## config.mk

```make
export PLATFORM = sky130hd
export DESIGN_NAME = cia_timer_a_flat
export DESIGN_NICKNAME = d
export VERILOG_FILES = /design/src/rtl/cia_pkg.sv /design/src/rtl/cia_timer_a_if.sv /design/src/rtl/cia_downcnt16.sv /design/src/rtl/cia_timer_a.sv /design/src/flat_wrapper.sv
export SDC_FILE = /design/constraint.sdc
export NUM_CORES = 1
export LEC_CHECK = 0
export ABC_AREA = 1
export BUFFER_PORTS_ARGS = -buffer_cell sky130_fd_sc_hd__buf_2
export CAP_MARGIN = 20
export CORE_MARGIN = 5
export CORE_UTILIZATION = 59
export CTS_CLUSTER_DIAMETER = 100
export DETAILED_ROUTE_END_ITERATION = 8
export PLACE_DENSITY = 0.84
export REMOVE_ABC_BUFFERS = 1
export SLEW_MARGIN = 40
export SYNTH_ARGS = -nofsm -noshare
export SYNTH_HDL_FRONTEND = slang
export SYNTH_SLANG_ARGS = --single-unit
```

## constraint.sdc

```tcl
create_clock -name clk -period 1.93 [get_ports clk]
set_input_delay 0.386 -clock clk [delete_from_list [all_inputs] [get_ports clk]]
set_output_delay 0.386 -clock clk [all_outputs]
set_load 0.01 [all_outputs]
```

## src/rtl/cia_pkg.sv

```systemverilog
// -----------------------------------------------------------------------------
// cia_pkg
// Shared definitions for the Minimig CIA timer blocks (timer A and timer B).
//   - CRA/CRB bit positions
//   - Register offsets of the timer low/high bytes and control register
//   - Control register read-back helper
// -----------------------------------------------------------------------------
package cia_pkg;

    // Control register bit positions (same layout for CRA and CRB).
    localparam int CRA_START   = 0;
    localparam int CRA_PBON    = 1;
    localparam int CRA_OUTMODE = 2;
    localparam int CRA_RUNMODE = 3;
    localparam int CRA_LOAD    = 4;
    localparam int CRA_INMODE  = 5;
    localparam int CRA_SPMODE  = 6;

    // Register offsets decoded by the CIA register-select logic.
    localparam logic [3:0] REG_TLO = 4'h4;
    localparam logic [3:0] REG_THI = 4'h5;
    localparam logic [3:0] REG_TCR = 4'hE;

    // LOAD is a strobe and bit 7 does not exist, so both read back as 0.
    function automatic logic [7:0] cr_readback(input logic [6:0] cr);
        return {1'b0, cr[CRA_SPMODE], cr[CRA_INMODE], 1'b0,
                cr[CRA_RUNMODE], cr[CRA_OUTMODE], cr[CRA_PBON], cr[CRA_START]};
    endfunction

endpackage

```

## src/rtl/cia_timer_a_if.sv

```systemverilog
// -----------------------------------------------------------------------------
// cia_timer_a_if
// Register bus seen by a CIA timer: write strobe, decoded selects and the
// 8-bit write/read data paths.
//   wr       bus write strobe (1 = write, 0 = read)
//   tlo/thi  timer low/high byte select
//   tcr      control register select
//   data_in  write data
//   data_out read data (0 when not selected, so it can be OR-ed onto the bus)
// -----------------------------------------------------------------------------
interface cia_timer_a_if;
    logic       wr;
    logic       tlo;
    logic       thi;
    logic       tcr;
    logic [7:0] data_in;
    logic [7:0] data_out;

    modport master (
        output wr, tlo, thi, tcr, data_in,
        input  data_out
    );

    modport slave (
        input  wr, tlo, thi, tcr, data_in,
        output data_out
    );
endinterface

```

## src/rtl/cia_downcnt16.sv

```systemverilog
// -----------------------------------------------------------------------------
// cia_downcnt16
// 16-bit loadable down counter shared by the CIA timers.
//   clk, reset  clock / asynchronous active-high reset (count <= RST_VAL)
//   en          clock enable; nothing changes when low
//   load        load load_val (has priority over tick)
//   load_val    value to load
//   tick        decrement by one
//   count       current count
//   zero        count == 0
// -----------------------------------------------------------------------------
module cia_downcnt16 #(
    parameter logic [15:0] RST_VAL = 16'hFFFF
) (
    input  logic        clk,
    input  logic        reset,
    input  logic        en,
    input  logic        load,
    input  logic [15:0] load_val,
    input  logic        tick,
    output logic [15:0] count,
    output logic        zero
);

    always_ff @(posedge clk or posedge reset) begin
        if (reset) begin
            count <= RST_VAL;
        end else if (en) begin
            if (load)
                count <= load_val;
            else if (tick)
                count <= count - 16'd1;
        end
    end

    assign zero = (count == 16'd0);

endmodule

```

## src/rtl/cia_timer_a.sv

```systemverilog
// -----------------------------------------------------------------------------
// cia_timer_a
// CIA 8520 Timer A: 16-bit down counter, 16-bit reload latch and CRA.
//   clk      system clock
//   reset    asynchronous active-high reset
//   clk7_en  clock enable; all state updates only on enabled cycles
//   eclk     E-clock count enable (one clk7_en cycle wide)
//   bus      register bus (wr, tlo, thi, tcr, data_in, data_out)
//   ta       underflow pulse, one clk7_en cycle, to the interrupt block
//   spmode   CRA bit 6, to the serial-port stage
// -----------------------------------------------------------------------------
module cia_timer_a
    import cia_pkg::*;
#(
    parameter logic [15:0] LATCH_RST = 16'hFFFF
) (
    input  logic          clk,
    input  logic          reset,
    input  logic          clk7_en,
    input  logic          eclk,
    cia_timer_a_if.slave  bus,
    output logic          ta,
    output logic          spmode
);

    logic [15:0] latch;
    logic [6:0]  cra;       // bit 4 (LOAD) is a strobe and is never stored
    logic [15:0] count;
    logic        zero;

    logic        wr_tlo, wr_thi, wr_tcr;
    logic        force_load, thi_load, tick, underflow;
    logic        runmode_next;
    logic        cnt_load;
    logic [15:0] cnt_val;

    assign wr_tlo = bus.wr & bus.tlo;
    assign wr_thi = bus.wr & bus.thi;
    assign wr_tcr = bus.wr & bus.tcr;

    assign force_load = wr_tcr & bus.data_in[CRA_LOAD];
    // Writing the high byte of a stopped timer also transfers it to the counter.
    assign thi_load   = wr_thi & ~cra[CRA_START];
    // Ticks use the START value held before any same-cycle CRA write.
    assign tick       = eclk & cra[CRA_START];
    // Any load this cycle wins over the tick, so no underflow is seen either.
    assign underflow  = tick & zero & ~force_load & ~thi_load;

    // One-shot auto-start also honours a RUNMODE being written this cycle.
    assign runmode_next = cra[CRA_RUNMODE] | (wr_tcr & bus.data_in[CRA_RUNMODE]);

    // Force load and underflow reload both use the latch value held before
    // any same-cycle latch write.
    always_comb begin
        cnt_load = force_load | thi_load | underflow;
        cnt_val  = latch;
        if (!force_load && thi_load)
            cnt_val = {bus.data_in, latch[7:0]};
    end

    cia_downcnt16 #(
        .RST_VAL (LATCH_RST)
    ) u_cnt (
        .clk      (clk),
        .reset    (reset),
        .en       (clk7_en),
        .load     (cnt_load),
        .load_val (cnt_val),
        .tick     (tick),
        .count    (count),
        .zero     (zero)
    );

    always_ff @(posedge clk or posedge reset) begin
        if (reset) begin
            latch <= LATCH_RST;
            cra   <= 7'h00;
            ta    <= 1'b0;
        end else if (clk7_en) begin
            if (wr_tlo)
                latch[7:0] <= bus.data_in;
            if (wr_thi)
                latch[15:8] <= bus.data_in;
            if (wr_tcr)
                cra <= {bus.data_in[6:5], 1'b0, bus.data_in[3:0]};
            if (thi_load && runmode_next)
                cra[CRA_START] <= 1'b1;
            // One-shot stop on underflow overrides a same-cycle START write.
            if (underflow && cra[CRA_RUNMODE])
                cra[CRA_START] <= 1'b0;
            ta <= underflow;
        end
    end

    assign spmode = cra[CRA_SPMODE];

    always_comb begin
        bus.data_out = 8'h00;
        if (!bus.wr) begin
            if (bus.tlo)
                bus.data_out = count[7:0];
            else if (bus.thi)
                bus.data_out = count[15:8];
            else if (bus.tcr)
                bus.data_out = cr_readback(cra);
        end
    end

endmodule

```

## src/flat_wrapper.sv

```systemverilog
// flat-port wrapper written by rule: the top's interface ports become plain ports
module cia_timer_a_flat import cia_pkg::*;
#(
    parameter logic [15:0] LATCH_RST = 16'hFFFF
)
  (clk, reset, clk7_en, eclk, ta, spmode, bus_wr, bus_tlo, bus_thi, bus_tcr, bus_data_in, bus_data_out);
  cia_timer_a_if bus_i ();
  input  logic clk;
  input  logic reset;
  input  logic clk7_en;
  input  logic eclk;
  output logic ta;
  output logic spmode;
  input wire logic [$bits(bus_i.wr)-1:0] bus_wr;
  input wire logic [$bits(bus_i.tlo)-1:0] bus_tlo;
  input wire logic [$bits(bus_i.thi)-1:0] bus_thi;
  input wire logic [$bits(bus_i.tcr)-1:0] bus_tcr;
  input wire logic [$bits(bus_i.data_in)-1:0] bus_data_in;
  output wire logic [$bits(bus_i.data_out)-1:0] bus_data_out;
  assign bus_i.wr = bus_wr;
  assign bus_i.tlo = bus_tlo;
  assign bus_i.thi = bus_thi;
  assign bus_i.tcr = bus_tcr;
  assign bus_i.data_in = bus_data_in;
  assign bus_data_out = bus_i.data_out;
  cia_timer_a #(.LATCH_RST(LATCH_RST)) u_core (.clk(clk), .reset(reset), .clk7_en(clk7_en), .eclk(eclk), .bus(bus_i), .ta(ta), .spmode(spmode));
endmodule
```

==> reports/summary.log, run 1 <==
qor: clock_network.cts_inserted_buffers 5
qor: synthesis.synth_seq_cells 39
qor: worst_setup_path.critical_path_peak_fanout 5
qor: global_routing.grt_remaining_overflow 0
qor: power.power.static_leakage 1.44 nW
qor: worst_setup_path.worst_path_max_delay_cell sky130_fd_sc_hd__dfstp_2
qor: placement.dp_hpwl 4.76 mm
qor: timing.maxSlewHeadroom 64.8%
qor: worst_setup_path.timing.critical_path.from_type flip-flop
qor: final_layout.insertedDiodeCount 0
qor: worst_setup_path.timing.critical_path.required 1540 ps
qor: routing.wl_met3 516 microns
qor: routing.drt_drc_violations_left 0
qor: worst_setup_path.crit_type flip-flop to output pin
qor: routing.routed_via_density 5.44
qor: timing.timing.final.crit_period 1730 ps
qor: placement.io_buffers 25
qor: clock_network.cts_num_sinks 39
qor: routing.route.top_layer_used met4
qor: synthesis.synth_enable_flop_cells 0
qor: timing.setup_viol 0
qor: clock_network.path_clk_slew 80 ps
qor: clock_network.post_cts_resize_count 0
qor: synthesis.synth.distinct_cells 31
qor: worst_setup_path.path_delay_family flip-flops
qor: timing.timing.final.ws_setup 197 ps
qor: routing.drt.antenna.violating_nets 0
qor: placement.detailedPlace.worstSlack 238 ps
qor: die.placeableCoreArea 0.00409 sq mm
qor: synthesis.syn_inst 374
qor: power.worst_ir_drop_vdd 773 uV
qor: synthesis.ys_seq_area_share 39.9%
qor: final_layout.ratio_of_cells_with_drive_above_1_in_the_final_layout 22.3%
qor: clock_network.clockBufferDepth 2
qor: run.cap_viol_max_count 0
qor: die.start_util 62.2%
qor: synthesis.post_synth_most_frequent_cells 159 x sky130_fd_sc_hd__nand2_1, 37 x sky130_fd_sc_hd__inv_1, 34 x sky130_fd_sc_hd__o21ai_0
qor: routing.drt_first_pass_iters 5
qor: timing.setup-tns-final 0 ps
qor: routing.wl 6.33 mm
qor: synthesis.avgSynthCellArea 6.80 sq um
qor: clock_network.worst_skew_pair.late_latency 290 ps
qor: final_layout.fin_nets 421
qor: placement.post_dp_area 0.00273 sq mm
qor: timing.layout_worst_path_cycle_share 89.8%
qor: global_routing.track_usage 24.9%
qor: final_layout.postLayoutCoreUtil 68.8%
qor: placement.gpl.final_weighted_congestion 1.04
qor: clock_network.deepest_level_of_the_cts_h_tree 2
qor: routing.routed-via-count 2,472
qor: global_routing.grt_first_pass_wirelength 10.7 mm
qor: timing.final-max-slew-violation-count 0
qor: status.outcome completed
qor: synthesis.synth_area_leader_cell sky130_fd_sc_hd__dfstp_2
qor: worst_setup_path.worst_path_largest_cell_delay 610 ps
qor: final_layout.finalInstanceArea 0.00281 sq mm
qor: synthesis.post_synth_instance_area 0.00254 sq mm
qor: die.core.rowCount 23
qor: synthesis.yosysWarnings 0
qor: timing.hold_viol_final 0
qor: worst_setup_path.crit_path_end_kind output pin
qor: global_routing.number_of_antenna_violations_at_the_first_check_in_global_routing 0
qor: routing.m1WireLength 2.86 mm
qor: routing.route.met2.wl 2.88 mm
qor: synthesis.synth_top_area_share 33.1%
qor: timing.fin_skew 7.33 ps
qor: die.die_width 75.7 microns
qor: clock_network.cts_root_buffer sky130_fd_sc_hd__clkbuf_8
qor: final_layout.areaGrowthSynthToFinish 10.5%
qor: synthesis.post_synth_main_area_contributors sky130_fd_sc_hd__dfstp_2 33%, sky130_fd_sc_hd__nand2_1 23%, sky130_fd_sc_hd__dfrtp_1 6.9%
qor: clock_network.cts_post_setup_buffers_inserted 0
qor: worst_setup_path.cp.buffers_inverters 1
qor: timing.slew_at_the_pin_with_the_worst_max_slew_slack 527 ps
qor: global_routing.grt_max_degree 40
qor: die.design.portCount 26
qor: worst_setup_path.cp_cell_sequence nand2_1 > a31oi_1 > buf_2
qor: timing.rsz0062_at_grt false
qor: clock_network.tritoncts yes
qor: die.die-area 0.00572 sq mm
qor: clock_network.post_cts_hold_buffer_count 0
qor: worst_hold_path.hp-class input pin to asynchronous set/reset pin
qor: synthesis.dominantRegCellSynth sky130_fd_sc_hd__dfstp_2
qor: power.cellPowerDensity 1280 mW/mm^2
qor: timing.timing.fmax 0.577 GHz
qor: global_routing.grt_pass1_vias 2,265
qor: routing.drtIter0Drc 200
qor: routing.wl_per_cell 13.9 microns
qor: worst_setup_path.cp.arrival 1350 ps
qor: synthesis.synth.most_common_cell sky130_fd_sc_hd__nand2_1
qor: synthesis.ys_async_sr_fraction 100%
qor: die.fp.dieH 75.7 microns
[routing by layer]
metal	vias to the layer above	global-route usage [%]
met1	1134	36.0
met4	0	6.41
li1	1235	-
met2	96	39.0
met5	-	0
met3	7	4.22
[path summary, 6_finish.rpt]
kind	endpoint	slack (ps)	from	cells past startpoint
min in group clk	u_core.latch[7]	380	bus_data_in[7]	3
max	bus_data_out[0]	200	u_core.u_cnt.count[8]	3
max reg2reg	u_core.u_cnt.count[1]	250	u_core.u_cnt.count[0]	10
min reg2reg	u_core.u_cnt.count[0]	480	u_core.u_cnt.count[0]	2
max in group asynchronous	u_core.u_cnt.count[10]	1380	reset	3
min	u_core.cra[5]	200	reset	3
[layout by cell type, fill, tap and decap left out]
cell	synthesis	layout
sky130_fd_sc_hd__a21o_1	1	1
sky130_fd_sc_hd__a21oi_1	2	2
sky130_fd_sc_hd__a22oi_1	1	1
sky130_fd_sc_hd__a31oi_1	6	6
sky130_fd_sc_hd__buf_2	5	25
sky130_fd_sc_hd__buf_4	0	8
sky130_fd_sc_hd__clkbuf_1	4	1
sky130_fd_sc_hd__clkbuf_8	0	5
sky130_fd_sc_hd__clkinv_2	0	1
sky130_fd_sc_hd__clkinvlp_4	0	1
sky130_fd_sc_hd__dfrtp_1	7	7
sky130_fd_sc_hd__dfstp_2	32	32
sky130_fd_sc_hd__ha_1	2	2
sky130_fd_sc_hd__inv_1	37	37
sky130_fd_sc_hd__inv_2	3	3
sky130_fd_sc_hd__nand2_1	159	159
sky130_fd_sc_hd__nand2_2	6	6
sky130_fd_sc_hd__nand2_4	1	1
sky130_fd_sc_hd__nand3_1	33	33
sky130_fd_sc_hd__nand3_2	1	1
sky130_fd_sc_hd__nand3_4	1	1
sky130_fd_sc_hd__nand3b_1	2	2
sky130_fd_sc_hd__nand4_1	1	1
sky130_fd_sc_hd__nor2_1	20	20
sky130_fd_sc_hd__nor2_2	2	2
sky130_fd_sc_hd__nor2_4	4	4
sky130_fd_sc_hd__nor3_1	1	1
sky130_fd_sc_hd__nor3b_1	1	1
sky130_fd_sc_hd__o21ai_0	34	34
sky130_fd_sc_hd__o21bai_1	1	1
sky130_fd_sc_hd__o22ai_1	1	1
sky130_fd_sc_hd__xnor2_1	2	2
sky130_fd_sc_hd__xor2_1	2	2
[sequential cells by signal, indices dropped and copies added (netlist names)]
name                cells
u_core.latch           16
u_core.u_cnt.count     16
u_core.cra              6
u_core.ta               1
[where the power goes]
| group | switching [mW] | internal [mW] |
|---|---|---|
| registers | 0.323 | 1.20 |
| clock network | 0.285 | 0.253 |
| logic | 0.958 | 0.572 |
| total | 1.57 | 2.03 |
[final cells by class]
class / count / area [sq um]
Clock buffer: 6 / 72.6
Clock inverter: 2 / 12.5
Fill cell: 361 / 1280
Inverter: 40 / 150
Multi-Input combinational cell: 284 / 1310
Sequential cell: 39 / 1020
Tap cell: 50 / 62.6
Timing Repair Buffer: 33 / 185
[kinds of logic (layout without fill, tap and decap cells)]
group | Yosys count | in the layout | share of synthesized area (%)
buffers and inverters | 51 | 81 | 8.51
xor gates and xnor gates | 4 | 4 | 1.38
DFF | 39 | 39 | 39.9
adders and majority gates | 2 | 2 | 0.984
AOI/OAI and AO/OA | 46 | 46 | 9.69
and+or+nand+nor | 232 | 232 | 39.5
[per-stage QoR]
step	hold WS, ps	instances	power (mW)
3_5_place_dp	468	446	3.04
5_1_grt	241	454	3.92
4_1_cts	206	454	3.59
3_3_place_gp	463	446	3.01
2_1_floorplan	454	363	2.62
6_report	197	454	3.59
[worst reg2reg max path, stage by stage, from the launching register on]
cell                      delay, ps
sky130_fd_sc_hd__dfstp_2        550
sky130_fd_sc_hd__inv_1           80
sky130_fd_sc_hd__ha_1           220
sky130_fd_sc_hd__nand2_1         80
sky130_fd_sc_hd__nor2_1          60
sky130_fd_sc_hd__nand3_4        100
sky130_fd_sc_hd__nand2_4        110
sky130_fd_sc_hd__inv_1          220
sky130_fd_sc_hd__nand2_1         90
sky130_fd_sc_hd__nand3_1         70
sky130_fd_sc_hd__nand2_1         50
Note: power is estimated with default switching activity, not from simulation.
==> run 2, diff against run 1 <==
--- a/config.mk
+++ b/config.mk
@@ -12,7 +12,7 @@
 export CORE_UTILIZATION = 59
 export CTS_CLUSTER_DIAMETER = 100
 export DETAILED_ROUTE_END_ITERATION = 8
-export PLACE_DENSITY = 0.84
+export PLACE_DENSITY_LB_ADDON = 0.12
 export REMOVE_ABC_BUFFERS = 1
 export SLEW_MARGIN = 40
 export SYNTH_ARGS = -nofsm -noshare
==> run 2 against run 1 <==
  * Register-to-register slack worse by 110 ps
  * Setup slack got worse by 59 ps
  * First-iteration DRC count down 20%
  * Wire length shrank 0.14%
  * Total power down 0.19%
  * Utilization shrank 0.46 points
  * Hold slack gained 11 ps
  * Clock power about the same
  * Sequential power barely moved
  * Non-clock buffer count is 2 lower
  * Clock skew about the same
  * Largest power group is now combinational logic
==> reports/summary.log, run 2 (synthesis results as in run 1) <==
qor: status.outcome completed
qor: die.fp.dieH 75.7 microns
qor: clock_network.cts_num_sinks 39
qor: timing.timing.final.crit_period 1790 ps
qor: final_layout.finalInstanceArea 0.00279 sq mm
qor: power.worst_ir_drop_vdd 646 uV
qor: final_layout.mostFrequentLayoutCell sky130_fd_sc_hd__nand2_1
qor: global_routing.grt_first_pass_wirelength 10.7 mm
qor: final_layout.fin_nets 419
qor: power.cellPowerDensity 1290 mW/mm^2
qor: timing.setup-tns-final 0 ps
qor: timing.hold_viol_final 0
qor: timing.maxSlewHeadroom 64.0%
qor: global_routing.grt_max_degree 40
qor: routing.drtIter0Drc 161
qor: die.placeableCoreArea 0.00409 sq mm
qor: routing.drt_drc_violations_left 0
qor: global_routing.grt_pass1_vias 2,262
qor: die.core.rowCount 23
qor: routing.wl 6.32 mm
qor: routing.routed-via-count 2,411
qor: worst_setup_path.crit_path_end_kind flip-flop
qor: placement.io_buffers 25
qor: worst_setup_path.critical_path_peak_fanout 17
qor: power.power.static_leakage 1.43 nW
qor: routing.drt.antenna.violating_nets 0
qor: global_routing.grt_remaining_overflow 0
qor: worst_setup_path.timing.critical_path.from_type flip-flop
qor: die.die-area 0.00572 sq mm
qor: final_layout.areaGrowthSynthToFinish 9.74%
qor: worst_setup_path.cp.arrival 2020 ps
qor: placement.dp_hpwl 4.76 mm
qor: timing.layout_worst_path_cycle_share 92.8%
qor: placement.detailedPlace.worstSlack 166 ps
qor: timing.rsz0062_at_grt false
qor: timing.fin_skew 7.26 ps
qor: final_layout.ratio_of_cells_with_drive_above_1_in_the_final_layout 21.6%
qor: routing.routed_via_density 5.33
qor: clock_network.post_cts_hold_buffer_count 0
qor: die.start_util 62.2%
qor: power.report.power.total 3.59 mW
qor: final_layout.reg_top3 u_core.latch (16), u_core.u_cnt.count (16), u_core.cra (6)
qor: worst_hold_path.hp-class input pin to asynchronous set/reset pin
qor: timing.slew_at_the_pin_with_the_worst_max_slew_slack 539 ps
qor: timing.timing.final.ws_setup 139 ps
qor: clock_network.cts_inserted_buffers 5
qor: timing.timing.fmax 0.558 GHz
qor: clock_network.cts_root_buffer sky130_fd_sc_hd__clkbuf_8
qor: clock_network.clockBufferDepth 2
qor: timing.setup_viol 0
qor: clock_network.cts_post_setup_buffers_inserted 0
qor: placement.gpl.final_weighted_congestion 0.896
qor: run.cap_viol_max_count 0
qor: worst_setup_path.crit_type flip-flop to flip-flop
qor: routing.wl_per_cell 14.0 microns
qor: final_layout.final_cell_mix 159 x sky130_fd_sc_hd__nand2_1, 37 x sky130_fd_sc_hd__inv_1, 34 x sky130_fd_sc_hd__o21ai_0
qor: final_layout.insertedDiodeCount 0
qor: clock_network.worst_skew_pair.late_latency 290 ps
qor: global_routing.number_of_antenna_violations_at_the_first_check_in_global_routing 0
qor: routing.drt_first_pass_iters 4
qor: die.die_width 75.7 microns
qor: placement.post_dp_area 0.00271 sq mm
qor: clock_network.post_cts_resize_count 0
qor: worst_setup_path.timing.critical_path.required 2160 ps
qor: clock_network.tritoncts yes
qor: global_routing.track_usage 25.0%
qor: clock_network.path_clk_slew 80 ps
qor: clock_network.deepest_level_of_the_cts_h_tree 2
qor: final_layout.final.fill_count 367
qor: die.design.portCount 26
qor: timing.final-max-slew-violation-count 0
## run 2: per-layer routing
metal | track usage (%) | share of wire [%] | up-vias
met2 | 39.4 | 46 | 73
met3 | 3.96 | 4.2 | 8
met1 | 35.4 | 48 | 1097
met5 | 0 | 0 | -
li1 | - | - | 1233
met4 | 8.16 | 1.6 | 0
## run 2: critical path, stage by stage (launching register included)
cell	delay [ps]
sky130_fd_sc_hd__dfstp_2	540
sky130_fd_sc_hd__inv_1	80
sky130_fd_sc_hd__ha_1	230
sky130_fd_sc_hd__nand2_1	70
sky130_fd_sc_hd__nor2_1	60
sky130_fd_sc_hd__nand3_4	170
sky130_fd_sc_hd__nand2_4	160
sky130_fd_sc_hd__inv_1	200
sky130_fd_sc_hd__nand2_1	90
sky130_fd_sc_hd__nand3_1	80
sky130_fd_sc_hd__nand2_1	50
## run 2: per-stage QoR
stage               hold WS [ps]  utilization, %  cells
CTS                          215            68.3    452
finish                       207            68.3    452
floorplan                    454               -    363
global route                 259            68.3    452
global placement             471            66.3    444
detailed placement           474            66.3    444
## run 2: layout make-up
| cell class | count | area (sq um) | share of cell area, % |
|---|---|---|---|
| clock inverter | 1 | 5.00 | 0.179 |
| clock buffer | 7 | 76.3 | 2.73 |
| multi-input combinational | 284 | 1310 | 47.0 |
| inverter | 40 | 150 | 5.38 |
| sequential | 39 | 1020 | 36.4 |
| tap | 50 | 62.6 | 2.24 |
| timing repair buffer | 31 | 170 | 6.10 |
## run 2: path summary, 6_finish.rpt
kind / from / cells after the start / to / slack (ps)
hold / removal: reset / 3 / u_core.cra[6] / 210
hold reg to reg: u_core.u_cnt.count[0] / 2 / u_core.u_cnt.count[0] / 490
setup / recovery: u_core.u_cnt.count[0] / 10 / u_core.u_cnt.count[10] / 140
setup reg to reg: u_core.u_cnt.count[0] / 10 / u_core.u_cnt.count[10] / 140
min in group clk: bus_data_in[7] / 3 / u_core.latch[7] / 350
max in group asynchronous: reset / 3 / u_core.latch[5] / 1370
## run 2: report_power, final
group / leakage, nW / total, mW / internal, mW / switching, mW
Clock: 0.0422 / 0.536 / 0.254 / 0.282
Sequential: 0.423 / 1.52 / 1.20 / 0.315
Combinational: 0.969 / 1.53 / 0.570 / 0.963
==> run 3, diff against run 2 <==
--- a/config.mk
+++ b/config.mk
@@ -8,7 +8,7 @@
 export ABC_AREA = 1
 export BUFFER_PORTS_ARGS = -buffer_cell sky130_fd_sc_hd__buf_2
 export CAP_MARGIN = 20
-export CORE_MARGIN = 5
+export CORE_MARGIN = 2
 export CORE_UTILIZATION = 59
 export CTS_CLUSTER_DIAMETER = 100
 export DETAILED_ROUTE_END_ITERATION = 8
==> run 3 against run 2 <==
  * Critical path depth is 5 lower
  * Cell count is 0.22% higher
  * Die area is 15% lower
  * Clock skew is 2.1 ps lower
  * Wire length is 2.3% higher
  * Design area is 1.4% higher
  * Combinational power hardly changed
  * Total power is 4.6% higher
  * Hold slack worse by 13 ps
  * Via count is 2.4% higher
  * Count of clock-buffer cells in the layout is 2 lower
  * Critical endpoint is now bus_data_out[0]
  * Largest cell class unchanged
  * Highest routed layer unchanged
==> reports/summary.log, run 3 (synthesis results as in run 1) <==
qor: routing.wl 6.46 mm
qor: global_routing.grt_pass1_vias 2,310
qor: worst_setup_path.timing.critical_path.from_type input pin
qor: routing.drt_first_pass_iters 6
qor: timing.fin_skew 5.20 ps
qor: worst_setup_path.cp.arrival 1470 ps
qor: die.design.portCount 26
qor: clock_network.worst_skew_pair.late_latency 290 ps
qor: clock_network.post_cts_hold_buffer_count 0
qor: placement.numPlacedInstances 445
qor: clock_network.tritoncts yes
qor: final_layout.reg_top3 u_core.latch (16), u_core.u_cnt.count (16), u_core.cra (6)
qor: global_routing.grt_first_pass_wirelength 11.0 mm
qor: die.start_util 62.2%
qor: routing.routed-via-count 2,468
qor: routing.wl_per_cell 14.3 microns
qor: routing.drtIter0Drc 298
qor: clock_network.cts_root_buffer sky130_fd_sc_hd__clkbuf_8
qor: worst_setup_path.crit_path_end_kind output pin
qor: die.placeableCoreArea 0.00409 sq mm
qor: timing.timing.fmax 0.539 GHz
qor: worst_setup_path.crit-reg2reg-capture u_core.u_cnt.count[8]
qor: timing.timing.final.crit_period 1860 ps
qor: routing.drt.antenna.violating_nets 0
qor: clock_network.cts_num_sinks 39
qor: placement.io_buffers 25
qor: final_layout.final.fill_count 357
qor: clock_network.cts_inserted_buffers 5
qor: die.die-area 0.00485 sq mm
qor: clock_network.deepest_level_of_the_cts_h_tree 2
qor: worst_setup_path.critical_path_peak_fanout 6
qor: global_routing.grt_max_degree 40
qor: timing.setup_viol 0
qor: final_layout.insertedDiodeCount 0
qor: die.die_width 69.7 microns
qor: power.worst_ir_drop_vdd 584 uV
qor: clock_network.path_clk_slew 80 ps
qor: timing.setup-tns-final 0 ps
qor: timing.final-max-slew-violation-count 0
qor: timing.rsz0062_at_grt false
qor: clock_network.clockBufferDepth 2
qor: worst_setup_path.cp.buffers_inverters 2
qor: final_layout.multi_input_area 0.00131 sq mm
qor: worst_setup_path.path_delay_family simple AND/OR/NAND/NOR gates
qor: die.core.rowCount 23
qor: final_layout.areaGrowthSynthToFinish 11.3%
qor: global_routing.number_of_antenna_violations_at_the_first_check_in_global_routing 0
qor: worst_setup_path.cp_cell_sequence buf_2 > nor2_1 > nand3_1 > a31oi_1 > buf_2
qor: final_layout.register_area 0.00102 sq mm
qor: worst_setup_path.ff2ff_setup_slack 180 ps
qor: global_routing.track_usage 28.4%
qor: timing.layout_worst_path_cycle_share 96.2%
qor: worst_setup_path.worst_path_largest_cell_delay 400 ps
qor: final_layout.fin_nets 420
qor: run.cap_viol_max_count 0
qor: worst_setup_path.crit_type input pin to output pin
qor: final_layout.final_cell_mix 159 x sky130_fd_sc_hd__nand2_1, 37 x sky130_fd_sc_hd__inv_1, 34 x sky130_fd_sc_hd__o21ai_0
qor: final_layout.ratio_of_cells_with_drive_above_1_in_the_final_layout 22.3%
qor: worst_setup_path.timing.reg2reg.worst_path_depth 10
qor: power.cellPowerDensity 1330 mW/mm^2
qor: placement.dp_hpwl 4.73 mm
qor: final_layout.instances_no_fill 453
qor: timing.maxSlewHeadroom 62.8%
qor: worst_setup_path.timing.critical_path.required 1540 ps
qor: worst_hold_path.hp-class input pin to asynchronous set/reset pin
qor: timing.hold_viol_final 0
qor: placement.gpl.final_weighted_congestion 0.990
qor: worst_setup_path.timing.critical_path.mode_cell sky130_fd_sc_hd__buf_2
qor: clock_network.cts_post_setup_buffers_inserted 0
qor: die.fp.dieH 69.7 microns
qor: power.report.power.total 3.75 mW
qor: routing.routed_via_density 5.45
qor: worst_setup_path.worst_r2r_startpoint u_core.u_cnt.count[0]
qor: status.outcome completed
qor: timing.slew_at_the_pin_with_the_worst_max_slew_slack 556 ps
qor: final_layout.postLayoutCoreUtil 69.3%
qor: routing.drt_drc_violations_left 0
qor: clock_network.post_cts_resize_count 0
qor: worst_setup_path.worst_path_max_delay_cell sky130_fd_sc_hd__nor2_1
qor: global_routing.grt_remaining_overflow 0
qor: timing.worst_hold_slack 194 ps
qor: power.power.static_leakage 1.46 nW
qor: final_layout.mostFrequentLayoutCell sky130_fd_sc_hd__nand2_1
## run 3: cell count changes in the layout (fill, tap and decap cells not counted)
cell / before / now
sky130_fd_sc_hd__buf_4: 6 / 7
sky130_fd_sc_hd__bufinv_16: 0 / 1
sky130_fd_sc_hd__clkinv_4: 0 / 1
sky130_fd_sc_hd__clkbuf_1: 2 / 0
## run 3: worst max path at each step
stage	startpoint	to	cells after the start
after floorplan	u_core.u_cnt.count[0]	u_core.u_cnt.count[10]	10
after global placement	bus_thi	bus_data_out[0]	5
after detailed placement	bus_thi	bus_data_out[1]	5
after CTS	bus_thi	bus_data_out[1]	5
after global routing	bus_tcr	bus_data_out[0]	6
final	bus_thi	bus_data_out[0]	5
## run 3: power breakdown
group | switching (mW) | leakage (nW) | internal (mW)
Combinational | 0.978 | 0.973 | 0.568
Clock | 0.297 | 0.0581 | 0.385
Sequential | 0.322 | 0.423 | 1.20
## run 3: metrics by stage
step / cell area [sq um] / setup WS [ps]
global placement: 2720 / 156
global route: 2830 / 43.5
finish: 2830 / 73.3
CTS: 2830 / 156
floorplan: 2480 / 391
detailed placement: 2720 / 156
## run 3: tightest hold or removal path: stages
cell and delay, ps:
sky130_fd_sc_hd__buf_2 100, sky130_fd_sc_hd__inv_1 40, sky130_fd_sc_hd__buf_4 410
## run 3: layer usage
metal  GRT usage (%)  part of all wire [%]  vias to the layer above
met5               0                     0                        -
met4            11.8                   1.7                        0
met3            5.38                   8.4                       11
met2            42.0                    44                       96
met1            41.1                    46                     1126
li1                -                     -                     1235
## run 3: layout make-up
type / count / area share, %
well taps: 50 / 2.21
clock buffers: 5 / 2.43
inverters: 40 / 5.31
clock inverters: 3 / 1.55
repair buffers: 32 / 6.28
multi-input cells: 284 / 46.3
flip-flops and latches: 39 / 35.9
